==> src/rtl/hazard_fwd_unit.sv <==
// rtl/hazard_fwd_unit.sv - D-stage hazard detection, forward selects and HI/LO busy tracking
module hazard_fwd_unit #(
  parameter int MULT_CYC = 5,
  parameter int DIV_CYC  = 10
) (
  input  logic       clk,
  input  logic       reset,
  input  logic [4:0] d_rs,
  input  logic [4:0] d_rt,
  input  logic [1:0] d_rs_tuse,
  input  logic [1:0] d_rt_tuse,
  input  logic [4:0] d_a3,
  input  logic [1:0] d_tnew,
  input  logic       d_md_use,
  input  logic       d_md_start,
  input  logic       d_md_div,
  output logic       stall,
  output logic [1:0] rsd_sel,
  output logic [1:0] rtd_sel,
  output logic       md_busy
);

  logic [4:0] e_a3_q, e_a3_d, m_a3_q, m_a3_d, w_a3_q, w_a3_d;
  logic [1:0] e_tnew_q, e_tnew_d, m_tnew_q, m_tnew_d;
  logic [3:0] cnt_q, cnt_d;
  logic [2:0] rs_res, rt_res;
  logic       data_stall, md_stall;

  // Returns {stall, sel} for one source operand; only the youngest match counts.
  function automatic logic [2:0] resolve(
    input logic [4:0] src,
    input logic [1:0] tuse,
    input logic [4:0] ea3,
    input logic [1:0] etn,
    input logic [4:0] ma3,
    input logic [1:0] mtn,
    input logic [4:0] wa3
  );
    logic       hit;
    logic [1:0] tn;
    logic [1:0] sel;
    hit = 1'b0;
    tn  = 2'd0;
    sel = 2'b00;
    if (ea3 != 5'd0 && ea3 == src) begin
      hit = 1'b1; tn = etn; sel = 2'b11;
    end else if (ma3 != 5'd0 && ma3 == src) begin
      hit = 1'b1; tn = mtn; sel = 2'b01;
    end else if (wa3 != 5'd0 && wa3 == src) begin
      hit = 1'b1; tn = 2'd0; sel = 2'b10;
    end
    if (!hit || tn != 2'd0) sel = 2'b00;
    return {hit && (tuse != 2'd3) && (tn > tuse), sel};
  endfunction

  always_comb begin
    rs_res     = resolve(d_rs, d_rs_tuse, e_a3_q, e_tnew_q, m_a3_q, m_tnew_q, w_a3_q);
    rt_res     = resolve(d_rt, d_rt_tuse, e_a3_q, e_tnew_q, m_a3_q, m_tnew_q, w_a3_q);
    data_stall = rs_res[2] | rt_res[2];
    md_stall   = d_md_use && (cnt_q != 4'd0);
    stall      = data_stall | md_stall;
    rsd_sel    = rs_res[1:0];
    rtd_sel    = rt_res[1:0];
    md_busy    = (cnt_q != 4'd0);
  end

  always_comb begin
    w_a3_d   = m_a3_q;
    m_a3_d   = e_a3_q;
    m_tnew_d = (e_tnew_q == 2'd0) ? 2'd0 : e_tnew_q - 2'd1;
    e_a3_d   = stall ? 5'd0 : d_a3;
    e_tnew_d = stall ? 2'd0 : d_tnew;
    cnt_d    = cnt_q;
    if (!stall && d_md_start)
      cnt_d = d_md_div ? 4'(DIV_CYC) : 4'(MULT_CYC);
    else if (cnt_q != 4'd0)
      cnt_d = cnt_q - 4'd1;
  end

  always_ff @(posedge clk) begin
    if (reset) begin
      e_a3_q   <= 5'd0;
      e_tnew_q <= 2'd0;
      m_a3_q   <= 5'd0;
      m_tnew_q <= 2'd0;
      w_a3_q   <= 5'd0;
      cnt_q    <= 4'd0;
    end else begin
      e_a3_q   <= e_a3_d;
      e_tnew_q <= e_tnew_d;
      m_a3_q   <= m_a3_d;
      m_tnew_q <= m_tnew_d;
      w_a3_q   <= w_a3_d;
      cnt_q    <= cnt_d;
    end
  end

endmodule

==> config.mk <==
export PLATFORM = sky130hd
export DESIGN_NAME = hazard_fwd_unit
export DESIGN_NICKNAME = d
export VERILOG_FILES = /design/src/rtl/hazard_fwd_unit.sv
export SDC_FILE = /design/constraint.sdc
export NUM_CORES = 1
export LEC_CHECK = 0
export ABC_AREA = 1
export CAP_MARGIN = 20
export CORE_ASPECT_RATIO = 1.75
export CORE_MARGIN = 3
export CORE_UTILIZATION = 45
export DETAILED_ROUTE_END_ITERATION = 10
export GPL_ROUTABILITY_DRIVEN = 0
export PLACE_DENSITY_LB_ADDON = 0.1
export SLEW_MARGIN = 10
export SYNTH_ARGS = -nofsm -noshare
export SYNTH_HDL_FRONTEND = slang
export SYNTH_SLANG_ARGS = --single-unit
==> constraint.sdc <==
create_clock -name clk -period 3.1 [get_ports clk]
set_input_delay 0.62 -clock clk [delete_from_list [all_inputs] [get_ports clk]]
set_output_delay 0.62 -clock clk [all_outputs]
set_load 0.02 [all_outputs]
=== Yosys cells after proc, flatten, opt, wreduce, memory -nomap -nowiden ===
Index checks and enable logic that the tools add are counted.

* Bits in registers: 23
* Output and inout port bits: 6
* Word-level logic and storage cells: 68

* Add/sub/neg operators: 2
* $lt $le $gt $ge: 2
* Equal/unequal tests: 8
* Mux-type cells: 21
* Bitwise gates (word level): 2
* Reductions and logical operators: 27

{| class="wikitable"
|+ Operator list
! operator !! number
|-
| 5-bit == test || 6
|-
| 2-bit two-way mux || 12
|-
| 5-bit nonzero test || 3
|-
| 1-bit logical AND || 12
|-
| 4-bit two-way mux || 3
|-
| 1-bit two-way mux || 6
|-
| 2-bit nonzero test || 3
|-
| 2-bit > comparator || 2
|-
| 2-bit != test (second input constant) || 2
|-
| 4-bit nonzero test || 1
|-
| 2-bit OR reduction || 2
|-
| 4-bit by 1-bit subtractor with 4-bit output (second input constant) || 1
|-
| 1-bit logical NOT || 3
|-
| 2-bit logical NOT || 1
|-
| 1-bit logical OR || 2
|-
| 1-bit OR || 2
|-
| 2-bit by 1-bit subtractor with 2-bit output (second input constant) || 1
|}

=== Longest topological paths before layout ===
Gate-level depths: netlist (run 1).

* Word-level depth: 12
* Gate-level depth with buffers: 19
* Depth with buffers taken out: 19

=== Least setup slack after synthesis (run 1) ===
No wires, ideal clock.

* Path type: in2out
* From: in d_rs[2]
* To: out stall
* Arrival: 2321 ps
* Setup slack: 159 ps
* Stages: 12
* Path buffers: 0
* Cell sequence: xnor2_1 -> nand2_1 -> nor2_1 -> nand2_2 -> inv_2 -> nor2_1 -> nand2_1 -> nand2_1 -> ha_1 -> a221oi_1 -> a21oi_4 -> nand2_1

* Longest elaborated chain between the ends: 9
* Elaborated cells between the ends (all ways): 16
* Classes of those cells: 1 x order compare; 3 x eq/ne; 5 x mux; 2 x bitwise; 5 x reduce/logical

{| class="wikitable"
|+ RTL lines
! element !! RTL line !! text
|-
| start: declaration || 8 || <nowiki>input logic [4:0] d_rs,</nowiki>
|-
| parallel branches: the longest is 6 deep, another holds 2-bit > comparator || -- ||
|-
| 1-bit logical AND * || 53 || <nowiki>return {hit && (tuse != 2'd3) && (tn > tuse), sel};</nowiki>
|-
| 1-bit OR * || 59 || <nowiki>data_stall = rs_res[2] | rt_res[2];</nowiki>
|-
| 1-bit OR * || 61 || <nowiki>stall = data_stall | md_stall;</nowiki>
|-
| end: declaration || 17 || <nowiki>output logic stall,</nowiki>
|}

Every way passes the cells marked *.

=== Final worst setup path (run 1) ===
* From: in d_rs[3]
* To: out stall

The elaborated chain is that of the path after synthesis.

==> impl_metrics.json, run 1 <==
{
  "end_kind": "output port",
  "drc": 0,
  "grt_use_total": 0.206,
  "hold_class": "register to register",
  "start_util": 0.482,
  "crit_chain": "buf_4 > xnor2_2 > nand2_1 > nor2_2 > nand2_2 > inv_2 > nor2_2 > a22oi_2 > ha_4 > a221oi_4 > a21oi_4 > nand2_2 > buf_6",
  "hold_violations": 0,
  "routed_wirelength_mm": 4.34,
  "ff2ff_path_depth": 20,
  "slowest_stage": "a221oi_4",
  "max_slew_margin": 0.827,
  "die_w_um": 50.3,
  "design_area_um2": 2380,
  "chipHeight_um": 83.6,
  "r2r-start": "e_a3_q[3]$_SDFF_PP0_",
  "r2r-end": "cnt_q[1]$_SDFFE_PP0P_",
  "ys_seq_area_frac": 0.298,
  "setup_violations": 0,
  "rows": 27,
  "grt_pass1_wl_mm": 6.68,
  "synth_top_area_cell": "dfxtp_1",
  "clk_latency_ps": 270,
  "power_density_nw_per_um2": 498,
  "synth.cell_area_um2": 1550,
  "tightest_slew_ps": 260,
  "min-delay-start": "e_tnew_q[0]$_SDFF_PP0_",
  "ir_worst_vdd_mv": 0.401,
  "cts_hold_buf": 0,
  "hold_end": "m_tnew_q[0]$_SDFF_PP0_",
  "maxCapViolations": 0,
  "area_growth_syn_to_layout_pct": 54.1,
  "status": "finished clean",
  "layout.nets": 329,
  "synth_nets": 261,
  "cts_tree": "yes",
  "routed.top_layer": "met4",
  "leakage_nw": 1.18,
  "netlist_instances": 228,
  "cts_root_buffer": "clkbuf_8",
  "route.met2.wl_mm": 2.61,
  "drv_slew": 0,
  "core_area_um2": 3210,
  "cts.sinks": 23,
  "critPathArrivalTime_ps": 2430,
  "worst-r2r-setup-slack_ps": 620,
  "grt_antenna_before_repair": 0,
  "whs_ps": 484,
  "yosysTopAreaCellShare": 0.298,
  "fin_worst_skew_ps": 2.64,
  "ys_warn_count": 0,
  "critical_path_class": "input pin to output port",
  "critPathLaunchType": "input pin",
  "period_minus_slack_ps": 3050,
  "layout-drive-gt1-share": 0.376,
  "slowest_delay_ps": 310,
  "synth_cell_types": 23,
  "grt_pass1_vias": 1597,
  "postSynthAreaPerCell_um2": 6.78,
  "holdPathStages": 1,
  "ant_nets": 0,
  "hpwl_mm": 3.25,
  "fmax_mhz": 328,
  "synth.area.top_cells": "dfxtp_1 (30%), nand2_1 (13%), nor2_1 (10%)",
  "portBuffers": 31,
  "worstPathRequired_ps": 2480,
  "dr.pass1.iters": 5,
  "clk_pin_slew_worst_paths_ps": 80,
  "grt_remaining_overflow": 0,
  "wl_per_cell_um": 12.8,
  "clockBufferDepth": 2,
  "cp_max_fo": 4,
  "period_share": 0.984,
  "numCtsBuffers": 3,
  "die-area_um2": 4200,
  "ys_ff_latch": 23,
  "grt_max_degree": 15,
  "io_pins": 32,
  "cts_max_level": 1,
  "via_per_inst": 4.86,
  "drtIter0Drc": 41,
  "dpl_cell_area_um2": 2120,
  "via_count": 1642,
  "wl_met3_um": 151,
  "n_antenna_cell": 0,
  "wl_met1_mm": 1.46
}
==> through the flow <==
stage	utilization	setup TNS (ps)	instances	power (mW)	setup WS, ps
finish	0.743	0	338	1.19	49.1
CTS	0.701	-43.3	337	1.13	-43.3
global route	0.743	-83.7	338	1.27	-83.7
floorplan	-	0	228	0.731	159
global placement	0.662	-4540	330	0.920	-978
detailed placement	0.662	-4320	330	0.929	-966
==> power breakdown <==
part	internal (mW)	leakage (nW)	switching (mW)
combinational	0.280	0.963	0.313
sequential	0.351	0.191	0.0505
clock	0.0901	0.0255	0.103
total	0.721	1.18	0.467
==> placed cells by master, fill, tap and decap left out, types with 2 or more instances in the layout <==
master | Yosys | layout
nor2_2 | 1 | 11
nand2_1 | 54 | 49
nand4_4 | 2 | 2
xnor2_2 | 0 | 7
nor2_1 | 41 | 30
o21ai_1 | 0 | 2
a221oi_4 | 0 | 2
buf_4 | 0 | 37
xnor2_1 | 15 | 8
ha_1 | 7 | 4
dfxtp_2 | 0 | 5
clkbuf_2 | 0 | 3
nand3_1 | 7 | 6
nand3_4 | 1 | 2
dlygate4sd2_1 | 0 | 2
a21oi_4 | 1 | 2
dfxtp_1 | 23 | 17
clkbuf_8 | 0 | 3
buf_6 | 0 | 2
xor2_1 | 8 | 8
a21oi_1 | 7 | 5
nor3_1 | 3 | 3
ha_4 | 0 | 3
clkdlybuf4s50_1 | 0 | 18
inv_1 | 35 | 28
nand4_1 | 3 | 3
inv_2 | 5 | 11
nand2_2 | 7 | 11
==> routing by layer <==
metal	vias up	GRT usage
met1	754	0.189
met4	0	0.0882
met2	42	0.420
met3	15	0.0250
met5	-	0
li1	831	-
==> critical path: cells and delay by family <==
family | cells | cell delay, ps
compound gates | 3 | 620
xor+xnor | 1 | 150
fa+ha+maj | 1 | 250
buf+inv | 3 | 310
simple gates | 5 | 480
==> how the worst max path moves through the flow <==
stage                  from     to  slack, ps  depth (start not counted)
CTS                 d_rs[3]  stall        -40                         17
detailed placement  d_rt[0]  stall       -970                         16
floorplan           d_rs[2]  stall        160                         12
finish              d_rs[3]  stall         50                         13
global placement    d_rt[0]  stall       -980                         16
global route        d_rs[3]  stall        -80                         13
==> cells by family (layout without fill, tap and decap cells) <==
group | Yosys count | in the layout | synth area share
compound gates | 13 | 13 | 0.0591
xor+xnor | 23 | 23 | 0.130
fa+ha+maj | 7 | 7 | 0.0566
buf+inv | 41 | 108 | 0.0995
flops | 23 | 23 | 0.298
simple gates | 121 | 121 | 0.357
==> synthesized netlist by cell type <==
cell type  instances
nand3_1            7
a221oi_1           2
nand3_2            1
inv_1             35
nor3_1             3
xor2_1             8
clkbuf_1           1
nand4_4            2
nand4_1            3
nor2_2             1
o21ai_0            2
dfxtp_1           23
nand3_4            1
a22oi_2            1
ha_1               7
nor2_1            41
or2_1              1
nand2_1           54
inv_2              5
a21oi_4            1
nand2_2            7
a21oi_1            7
xnor2_1           15
==> area by class of cell <==
class                           instances  area, um2
Timing Repair Buffer                   64        526
Clock buffer                            3       41.3
Sequential cell                        23        470
Inverter                               40        153
Fill cell                             258        826
Multi-Input combinational cell        164       1130
Clock inverter                          1       5.00
Tap cell                               43       53.8
==> timing repair <==
item | in CTS | in global routing
setup endpoints to repair | 6 | 3
resized for setup | 40 | 69
hold endpoints to repair | 0 | 0
setup buffers | 3 | 2
cloned | 0 | 0
pin swaps | 12 | 31
==> flip-flops by register name, indices dropped and copies added, names as in the netlist <==
register and count:
m_tnew_q 2, e_a3_q 5, m_a3_q 5, e_tnew_q 2
w_a3_q 5, cnt_q 4
Power figures use the tool's default switching activity.
==> run 2, diff against run 1 <==
--- a/config.mk
+++ b/config.mk
@@ -13,6 +13,8 @@
 export DETAILED_ROUTE_END_ITERATION = 10
 export GPL_ROUTABILITY_DRIVEN = 0
 export PLACE_DENSITY_LB_ADDON = 0.1
+export SKIP_CTS_REPAIR_TIMING = 1
+export SKIP_LAST_GASP = 1
 export SLEW_MARGIN = 10
 export SYNTH_ARGS = -nofsm -noshare
 export SYNTH_HDL_FRONTEND = slang
==> run 2 against run 1 <==
Net effect: clock-buffer cell count stayed put; largest cell class unchanged; utilization decreased by 2.7 points; via count is 1.6% lower; worst hold slack got worse by 1.6 ps.
==> impl_metrics.json, run 2 (synthesis results as in run 1) <==
{
  "core_area_um2": 3210,
  "period_minus_slack_ps": 3050,
  "cp_num_cells": 17,
  "hpwl_mm": 3.25,
  "critPathLaunchType": "input pin",
  "drc": 0,
  "area_growth_syn_to_layout_pct": 48.5,
  "clk_pin_slew_worst_paths_ps": 80,
  "crit_buf_inv": 4,
  "worstSetupStartpoint": "d_rs[3]",
  "die-area_um2": 4200,
  "io_pins": 32,
  "layout-drive-gt1-share": 0.306,
  "chipHeight_um": 83.6,
  "stdcell_count": 337,
  "worstPathRequired_ps": 2480,
  "cts_tree": "yes",
  "cp_top_family": "simple AND/OR/NAND/NOR gates",
  "hold_violations": 0,
  "ff2ff_path_depth": 20,
  "critPathArrivalTime_ps": 2430,
  "cts_max_level": 1,
  "end_kind": "output port",
  "dp_cells": 330,
  "clk_latency_ps": 270,
  "ant_nets": 0,
  "drtIter0Drc": 20,
  "leakage_nw": 1.19,
  "grt_pass1_wl_mm": 6.53,
  "rows": 27,
  "die_w_um": 50.3,
  "grt_use_total": 0.202,
  "multi_input_area_um2": 1060,
  "r2r-start": "e_a3_q[3]$_SDFF_PP0_",
  "grt_pass1_vias": 1556,
  "layout.nets": 328,
  "grt_remaining_overflow": 0,
  "portBuffers": 31,
  "slowest_delay_ps": 210,
  "total_power_mw": 1.15,
  "rsz0062_at_grt": "true",
  "maxCapViolations": 0,
  "drv_slew": 0,
  "grt_max_degree": 15,
  "power_density_nw_per_um2": 503,
  "slowest_stage": "ha_4",
  "fin_worst_skew_ps": 2.75,
  "regArea_um2": 464,
  "n_antenna_cell": 0,
  "grt_antenna_before_repair": 0,
  "start_util": 0.482,
  "period_share": 0.984,
  "cts_root_buffer": "clkbuf_8",
  "cp_common_cell": "nand2_1",
  "max_slew_margin": 0.847,
  "n_fill_cell": 289,
  "crit_chain": "dlymetal6s2s_1 > inv_1 > nand2_1 > nand2_1 > nand2_1 > nor2_2 > nand2_2 > nor2_2 > nand2_1 > nand2_2 > ha_4 > a21oi_2 > a221oi_2 > buf_4 > a21oi_4 > nand2_2 > buf_6",
  "ir_worst_vdd_mv": 0.561,
  "wl_per_cell_um": 12.2,
  "via_per_inst": 4.79,
  "via_count": 1615,
  "routed_wirelength_mm": 4.11,
  "critical_path_class": "input pin to output port",
  "status": "finished clean",
  "tightest_slew_ps": 228,
  "reg_top3": "e_a3_q: 5 flops, m_a3_q: 5 flops, w_a3_q: 5 flops",
  "setup_violations": 0,
  "fmax_mhz": 328,
  "clockBufferDepth": 2,
  "numCtsBuffers": 3,
  "hold_class": "register to register",
  "final_cell_mix": "nand2_1 (50), inv_1 (33), nor2_1 (33)",
  "cp_max_fo": 4,
  "min-delay-start": "e_tnew_q[0]$_SDFF_PP0_",
  "layout_commonest_cell": "nand2_1",
  "cts.sinks": 23,
  "holdPathStages": 1,
  "dr.pass1.iters": 4,
  "worst-r2r-setup-slack_ps": 580
}
run 2: cell types whose count changed in the layout (fill, tap and decap cells not counted), sizes merged:
cell          before  now
dlymetal6s2s       0    4
dlygate4sd2        2    0
buf               40   34
clkbuf             7   10
run 2: area by class of cell:
cell class | instances | area share
Multi-Input combinational cell | 164 | 0.462
Timing Repair Buffer | 63 | 0.227
Sequential cell | 23 | 0.202
Inverter | 40 | 0.0654
Tap cell | 43 | 0.0234
Clock buffer | 3 | 0.0180
Clock inverter | 1 | 0.00218
run 2: worst paths after layout:
path / endpoint
worst max-delay path: stall
worst min-delay path: m_tnew_q[0]$_SDFF_PP0_
worst max register to register: cnt_q[1]$_SDFFE_PP0P_
worst min register to register: m_tnew_q[0]$_SDFF_PP0_
run 2: where the power goes:
| part | internal [mW] | switching, mW | total (mW) |
|---|---|---|---|
| sequential | 0.349 | 0.0444 | 0.394 |
| clock | 0.0898 | 0.100 | 0.190 |
| combinational | 0.267 | 0.304 | 0.571 |
| total | 0.706 | 0.449 | 1.15 |
run 2: routing by layer:
metal | track usage | part of all wire | wire length (um)
met3 | 0.0250 | 0.026 | 107
met4 | 0.100 | 0.040 | 163
met5 | 0 | 0 | 0
met2 | 0.400 | 0.59 | 2430
met1 | 0.188 | 0.34 | 1410
run 2: stage by stage:
stage | instance area (um2) | util | hold WS [ps] | setup TNS (ps) | setup slack, ps
finish | 2300 | 0.716 | 482 | 0 | 50.1
global route | 2300 | 0.716 | 499 | -104 | -104
CTS | 2170 | 0.676 | 489 | -2200 | -991
detailed placement | 2120 | 0.662 | 477 | -4320 | -966
global placement | 2120 | 0.662 | 475 | -4540 | -978
floorplan | 1550 | - | 439 | 0 | 159
run 2: worst reg2reg max path: stages (launching register included):
cell      delay (ps)
dfxtp_2          340
inv_1            100
nand3_2          120
nor2_4           140
nor2_2            70
nand2_4          120
inv_1             60
nor2_1           100
nor2_1            50
o21ai_1          100
inv_1            100
ha_4             300
a21oi_4           70
a221oi_4         190
nand2_2           90
buf_4            170
nand4_4           90
nand2_2           70
nor2_1            80
nor2_1            40
nor2_1            70
==> run 3, diff against run 2 <==
==> constraint.sdc (replaced) <==
create_clock -name clk -period 3 [get_ports clk]
set_input_delay 0.6 -clock clk [delete_from_list [all_inputs] [get_ports clk]]
set_output_delay 0.6 -clock clk [all_outputs]
set_load 0.01 [all_outputs]
==> run 3 against run 2 <==
Net effect: the run now ends with setup timing left; sequential power increased by 5%; first-iteration DRC count shrank 35%; combinational power about the same; global-route usage down 0.71 points; critical path depth decreased by 1; worst hold slack gained 7.8 ps; cell area up 1.9%; critical path type unchanged.
==> impl_metrics.json, run 3 (synthesis results as in run 1) <==
{
  "met2_usage": 0.382,
  "power_density_nw_per_um2": 501,
  "cts_root_buffer": "clkbuf_8",
  "critical_path_class": "input pin to output port",
  "drtIter0Drc": 13,
  "area_growth_syn_to_layout_pct": 51.4,
  "dr.pass1.iters": 4,
  "chipHeight_um": 83.6,
  "maxCapViolations": 0,
  "io_pins": 32,
  "clk_pin_slew_worst_paths_ps": 80,
  "dpl_cell_area_um2": 2120,
  "clockBufferDepth": 2,
  "tightest_slew_ps": 218,
  "core_area_um2": 3210,
  "cts_max_level": 1,
  "layout_commonest_cell": "nand2_1",
  "grt_pass1_vias": 1523,
  "leakage_nw": 1.16,
  "critPathArrivalTime_ps": 2410,
  "holdPathStages": 1,
  "dp_cells": 330,
  "busiest_layer": "met2",
  "ant_nets": 0,
  "hpwl_mm": 3.17,
  "numCtsBuffers": 3,
  "cp_max_fo": 3,
  "period_share": 1.00,
  "final_util": 0.729,
  "stdcell_count": 338,
  "rsz0062_at_grt": "true",
  "worstPathRequired_ps": 2400,
  "grt_pass1_wl_mm": 6.37,
  "ir_worst_vdd_mv": 0.558,
  "grt_remaining_overflow": 0,
  "use_met1": 0.186,
  "portBuffers": 31,
  "total_power_mw": 1.17,
  "finalWorstSetupSlack_ps": -14.5,
  "cts_tree": "yes",
  "max_slew_margin": 0.854,
  "routed_wirelength_mm": 4.21,
  "via_per_inst": 4.70,
  "grt_use_total": 0.194,
  "ff2ff_path_depth": 19,
  "clk_latency_ps": 260,
  "layout-drive-gt1-share": 0.329,
  "grt_antenna_before_repair": 0,
  "critPathLaunchType": "input pin",
  "drc": 0,
  "dp_slack_ps": -981,
  "n_antenna_cell": 0,
  "wl_per_cell_um": 12.5,
  "die-area_um2": 4200,
  "hold_class": "register to register",
  "cts.sinks": 23,
  "end_kind": "output port",
  "final_cell_mix": "nand2_1 (53), nor2_1 (33), buf_4 (32)",
  "rows": 27,
  "layout.nets": 329,
  "grt_max_degree": 15,
  "start_util": 0.482,
  "fin_worst_skew_ps": 4.16,
  "period_minus_slack_ps": 3010,
  "fmax_mhz": 332,
  "met3_usage": 0.0268,
  "reg_top3": "e_a3_q: 5 flops, m_a3_q: 5 flops, w_a3_q: 5 flops",
  "whs_ps": 490,
  "hold_violations": 0,
  "setup_violations": 1,
  "status": "finished with violations",
  "violations": "setup timing",
  "drv_slew": 0,
  "design_area_um2": 2340,
  "die_w_um": 50.3,
  "via_count": 1589,
  "fin_tns_setup_ps": -14.5
}
## run 3: cell types whose count changed in the layout (fill, tap and decap cells not counted), moves of 2 or more
cell,before,now
nand2_2,9,7
buf_8,0,2
clkbuf_2,7,5
xnor2_2,2,5
xnor2_1,13,10
buf_6,1,3
clkdlybuf4s50_1,18,20
dfxtp_4,0,2
inv_1,33,29
inv_2,7,10
dlymetal6s2s_1,4,1
nand2_1,50,53
## run 3: cell type report
class	instances	area (um2)
fill	264	868
clock buffer	4	45.0
inverter	40	153
multi-input combinational	164	1070
timing repair buffer	64	547
tap	43	53.8
sequential	23	470
## run 3: critical path: stages
cell and delay (ps):
buf_6 110, xnor2_2 150, nand2_1 100, nor2_2 140
nand2_2 90, inv_4 80, nor2_4 40, nand2_1 70
nand2_1 60, ha_1 310, a21oi_2 150, a221oi_2 50
buf_4 150, a21oi_4 110, nand2_1 70, buf_2 130
## run 3: final timing paths
path                                        startpoint                endpoint  slack (ps)
worst max-delay path                           d_rs[2]                   stall         -10
worst min-delay path            e_tnew_q[0]$_SDFF_PP0_  m_tnew_q[0]$_SDFF_PP0_         490
worst max register to register    e_a3_q[2]$_SDFF_PP0_   cnt_q[1]$_SDFFE_PP0P_         450
worst min register to register  e_tnew_q[0]$_SDFF_PP0_  m_tnew_q[0]$_SDFF_PP0_         490
## run 3: power by group
group | switching, mW | internal, mW
logic | 0.297 | 0.275
registers | 0.0505 | 0.362
clock network | 0.0934 | 0.0946
total | 0.441 | 0.732
## run 3: per-layer routing
metal	part of all wire	vias to the layer above
li1	-	828
met1	0.36	738
met2	0.60	19
met3	0.019	4
met4	0.013	0
met5	0	-
